**src/rtl/i2s_clkgen_pkg.sv**
```systemverilog
// Shared I2S clock-generator constants: channel-length encodings and divider width.
package i2s_clkgen_pkg;

    localparam int I2S_DIV_WIDTH = 16;

    localparam logic [1:0] I2S_DAT_8_BITS  = 2'd0;
    localparam logic [1:0] I2S_DAT_16_BITS = 2'd1;
    localparam logic [1:0] I2S_DAT_24_BITS = 2'd2;
    localparam logic [1:0] I2S_DAT_32_BITS = 2'd3;

    // Index of the last bit in a channel: 8*(chl+1)-1.
    function automatic logic [4:0] last_bit(input logic [1:0] chl);
        return {chl, 3'b111};
    endfunction

endpackage

```
**src/rtl/clk_div_tick.sv**
```systemverilog
// Free-running prescaler: counts 0..max_i and pulses tick_o on the terminal count.
module clk_div_tick #(
    parameter int WIDTH = 16
) (
    input  logic             clk_i,
    input  logic             rst_i,
    input  logic             en_i,
    input  logic             clr_i,
    input  logic [WIDTH-1:0] max_i,
    output logic             tick_o
);

    logic [WIDTH-1:0] cnt;

    assign tick_o = en_i && (cnt == max_i);

    // NOTE: sequential state uses non-blocking assignments so every register samples pre-edge values.
    always_ff @(posedge clk_i or posedge rst_i) begin
        if (rst_i) begin
            cnt <= '0;
        end else if (clr_i) begin
            cnt <= '0;
        end else if (en_i) begin
            cnt <= tick_o ? '0 : cnt + 1'b1;
        end
    end

endmodule

```
**src/rtl/i2s_clkgen.sv**
```systemverilog
// Master-mode I2S SCK/WS generator with system-clock-domain edge and frame strobes.
module i2s_clkgen
    import i2s_clkgen_pkg::*;
#(
    parameter int DIV_WIDTH = I2S_DIV_WIDTH
) (
    input  logic                 clk_i,
    input  logic                 rst_i,
    input  logic                 en_i,
    input  logic [DIV_WIDTH-1:0] div_i,
    input  logic [1:0]           chl_i,
    output logic                 sck_o,
    output logic                 ws_o,
    output logic                 sck_re_o,
    output logic                 sck_fe_o,
    output logic                 frame_o,
    output logic                 busy_o
);

    typedef enum logic {IDLE, RUN} state_t;

    state_t               state;
    logic [DIV_WIDTH-1:0] div_q;
    logic [1:0]           chl_q;
    logic [4:0]           bcnt;
    logic                 run;
    logic                 tick;

    // Dropping en_i clears the divider on the same edge the FSM leaves RUN.
    assign run = (state == RUN) && en_i;

    clk_div_tick #(
        .WIDTH (DIV_WIDTH)
    ) u_div (
        .clk_i  (clk_i),
        .rst_i  (rst_i),
        .en_i   (run),
        .clr_i  (~run),
        .max_i  (div_q),
        .tick_o (tick)
    );

    always_ff @(posedge clk_i or posedge rst_i) begin
        if (rst_i) begin
            state    <= IDLE;
            div_q    <= '0;
            chl_q    <= '0;
            bcnt     <= '0;
            sck_o    <= 1'b0;
            ws_o     <= 1'b0;
            sck_re_o <= 1'b0;
            sck_fe_o <= 1'b0;
            frame_o  <= 1'b0;
            busy_o   <= 1'b0;
        end else begin
            case (state)
                IDLE: begin
                    if (en_i) begin
                        state  <= RUN;
                        busy_o <= 1'b1;
                        div_q  <= div_i;
                        chl_q  <= chl_i;
                    end
                end
                RUN: begin
                    if (!en_i) begin
                        state    <= IDLE;
                        bcnt     <= '0;
                        sck_o    <= 1'b0;
                        ws_o     <= 1'b0;
                        sck_re_o <= 1'b0;
                        sck_fe_o <= 1'b0;
                        frame_o  <= 1'b0;
                        busy_o   <= 1'b0;
                    end else begin
                        sck_re_o <= tick & ~sck_o;
                        sck_fe_o <= tick & sck_o;
                        frame_o  <= 1'b0;
                        if (tick) begin
                            sck_o <= ~sck_o;
                        end
                        // WS flips on the falling edge one bit ahead of the next channel's MSB.
                        if (tick && sck_o) begin
                            if (bcnt == last_bit(chl_q)) begin
                                bcnt <= '0;
                                ws_o <= ~ws_o;
                                if (ws_o) begin
                                    frame_o <= 1'b1;
                                    div_q   <= div_i;
                                    chl_q   <= chl_i;
                                end
                            end else begin
                                bcnt <= bcnt + 5'd1;
                            end
                        end
                    end
                end
                default: state <= IDLE;
            endcase
        end
    end

endmodule

```
**config.mk**
```make
export PLATFORM = sky130hd
export DESIGN_NAME = i2s_clkgen
export DESIGN_NICKNAME = d
export VERILOG_FILES = /design/src/rtl/i2s_clkgen_pkg.sv /design/src/rtl/clk_div_tick.sv /design/src/rtl/i2s_clkgen.sv
export SDC_FILE = /design/constraint.sdc
export NUM_CORES = 1
export LEC_CHECK = 0
export ABC_AREA = 1
export CORE_MARGIN = 1
export CORE_UTILIZATION = 55
export CTS_CLUSTER_DIAMETER = 30
export DETAILED_ROUTE_END_ITERATION = 8
export GPL_TIMING_DRIVEN = 0
export PLACE_DENSITY = 0.77
export SLEW_MARGIN = 15
export SYNTH_ARGS = -nofsm -noshare
export SYNTH_HDL_FRONTEND = slang
export SYNTH_SLANG_ARGS = --single-unit
```
**constraint.sdc**
```tcl
create_clock -name clk_i -period 4.9 [get_ports clk_i]
set_input_delay 0.98 -clock clk_i [delete_from_list [all_inputs] [get_ports clk_i]]
set_output_delay 0.98 -clock clk_i [all_outputs]
set_load 0.01 [all_outputs]
```
==> metrics.txt <==
wire per inst=10.56 um; multi-input logic area=1249 um^2; peak supply drop=0.0002139 V; most frequent cells in the layout=142 x nand2_1, 57 x inv_1, 46 x dfrtp_1, 38 x nand3_1, 27 x nor2_1; crit path cell chain=clkdlybuf4s50_1, inv_1, ha_1, nor3_4, nand3_4, buf_6, nand2_1, nand2_1; I/O pins=27; share of cells above drive strength 1=0.08675; port buffer count=26; DPL Wire Length=3965 um; most common cell after layout, fill and taps aside=nand2_1; Slew @ Worst Pin=0.4628 ns; origin of the worst setup path=en_i; Via Count=2289; Synth Instances=380; row cnt=25; crit path max fanout=10; Synth cell types=25; CTS HTree Levels=2; syn avg cell area=7.073 um^2; largest net degree at the start of global routing=32; Slew Limit Headroom=0.6905; synthesized area=2688 um^2; vias in the first global route=2061; die height=71.91 um; Starting Density=0.5690; gr usage total=0.2196; Sum Neg Setup Slack=0 ns; Most Frequent Cell on Critical Path=nand2_1; Setup crit end kind=flip-flop; post-CTS sizing=0; cts hold-fix bufs=0; Routed Antenna Nets=0; Cell Pwr Density=284.1 nW/um^2; worst hold path type=flip-flop to flip-flop; CP startpoint kind=primary input; Min Hold Slack=0.4881 ns; drc violations=0; outcome=finished clean; gpl congestion=0.8311; first-pass GRT wire length=9004 um; clk buf depth=2; core area=4723 um^2; unrepaired setup endpoints after global routing=no; total grt overflow=0; reg2reg end=div_q[0]$_DFFE_PP0P_; synthesized net count=406; Total Die Area=5170 um^2; Die X=71.91 um; synth warn=0; Worst-path clk slew=0.09 ns; root buffer cell=clkbuf_8; Seq. cell area=1151 um^2; Hold Fails Final Rpt=0; CP Data Arrival Time=3.00 ns; RR Startpoint=state$_DFF_PP0_; Clock Latency Late Sink=0.30 ns; Area Overhead vs Synth=16.76%; register area share after synthesis=0.4283; Final min period=2.811 ns; number of antenna violations at the first check in global routing=0; Worst Path Required=5.09 ns; CP Class=primary input to flip-flop; R2R setup slack=2.91 ns; Max Slew Vio Count=0; fraction of the cycle the final worst path needs=0.5736; CTS tree=done; path depth of the worst reg2reg path=8; # diodes=0; Leakage=1.766 nW; FILL cells=414; worst setup path end=div_q[0]$_DFFE_PP0P_; first-pass iteration count of the detailed router=4; fmax=355.8 MHz; total of max-cap violations=0; Num CTS Buffers=5; # setup viols final=0; Seq cells post-synth=46; CP peak stage delay=0.65 ns; number of DRC markers in iteration 0=127; nets=440; Post-CTS Setup Bufs=0; routed vias/inst=4.749; final WL=5090 um; clock skew=0.01209 ns; Sink Count=46; Max stage delay cell, worst path=clkdlybuf4s50_1
[per-stage QoR]
step / setup slack [ns] / area, um^2 / power, mW / cells / util
2_1_floorplan: 2.753 / 2688 / 0.6053 / 380 / -
6_report: 2.089 / 3138 / 0.8915 / 482 / 0.6644
3_5_place_dp: 1.794 / 3052 / 0.6721 / 474 / 0.6461
3_3_place_gp: 1.787 / 3032 / 0.6635 / 473 / 0.6419
4_1_cts: 2.108 / 3138 / 0.8996 / 482 / 0.6644
5_1_grt: 1.913 / 3138 / 0.9511 / 482 / 0.6644
[layout make-up]
class | instances | share of cell area
Buffer | 5 | 0.01396
Clock buffer | 6 | 0.02313
Clock inverter | 2 | 0.004386
Inverter | 65 | 0.07775
Multi-Input combinational cell | 264 | 0.3979
Sequential cell | 46 | 0.3668
Tap cell | 67 | 0.02671
Timing Repair Buffer | 27 | 0.08931
[registers in the layout, summed over array words and instances (netlist names)]
signal     flops
ws_o           1
sck_fe_o       1
div_q         16
u_div.cnt     16
chl_q          2
bcnt           5
frame_o        1
sck_re_o       1
sck_o          1
state          1
busy_o         1
[worst max-delay path: cells and delay by family]
family                     cells  cell delay (ns)
buffers and inverters          3             1.01
adders and majority gates      1             0.26
and+or+nand+nor                4             0.74
[cell families (layout without fill, tap and decap cells)]
kind of cell,Yosys count,in the layout,synth area share
flip-flops,46,46,0.4283
buffers and inverters,70,105,0.1071
AO/OA/AOI/OAI,18,18,0.03492
XOR/XNOR,5,5,0.01629
AND/OR/NAND/NOR,236,236,0.3901
adder cells (fa/ha/maj),5,5,0.02328
[how the worst min path moves through the flow]
stage | startpoint | to | slack, ns | cells after the start
detailed placement | sck_re_o$_DFFE_PP0P_ | sck_re_o$_DFFE_PP0P_ | 0.46 | 2
finish | sck_re_o$_DFFE_PP0P_ | sck_re_o$_DFFE_PP0P_ | 0.49 | 2
CTS | sck_re_o$_DFFE_PP0P_ | sck_re_o$_DFFE_PP0P_ | 0.49 | 2
global placement | sck_re_o$_DFFE_PP0P_ | sck_re_o$_DFFE_PP0P_ | 0.47 | 2
global route | sck_re_o$_DFFE_PP0P_ | sck_re_o$_DFFE_PP0P_ | 0.52 | 2
floorplan | chl_q[0]$_DFFE_PP0P_ | chl_q[0]$_DFFE_PP0P_ | 0.46 | 2
[synthesized netlist by cell type, drive strengths merged]
| master | count | area share |
|---|---|---|
| a21oi | 7 | 0.013 |
| a31o | 1 | 0.0033 |
| buf | 5 | 0.016 |
| dfrtp | 46 | 0.43 |
| ha | 5 | 0.023 |
| inv | 65 | 0.091 |
| nand2 | 146 | 0.21 |
| nand3 | 40 | 0.081 |
| nand3b | 2 | 0.0056 |
| nand4 | 10 | 0.023 |
| nor2 | 30 | 0.047 |
| nor3 | 6 | 0.021 |
| o21ai | 10 | 0.019 |
| or2 | 2 | 0.0047 |
| xnor2 | 1 | 0.0033 |
| xor2 | 4 | 0.013 |
[power breakdown]
part / total [mW] / leakage (nW) / switching [mW] / internal (mW)
clock network: 0.229 / 0.0452 / 0.128 / 0.101
logic: 0.199 / 1.13 / 0.113 / 0.0861
registers: 0.463 / 0.588 / 0.0394 / 0.424
total: 0.892 / 1.77 / 0.281 / 0.611
[metal layers]
metal,wire length [um],vias to the layer above,global-route usage
met4,38,0,0.04575
met5,0,-,0
met1,2608,1014,0.3150
met3,127,5,0.03750
met2,2315,26,0.3543
li1,-,1244,-
Note: power is estimated with default switching activity, not from simulation.
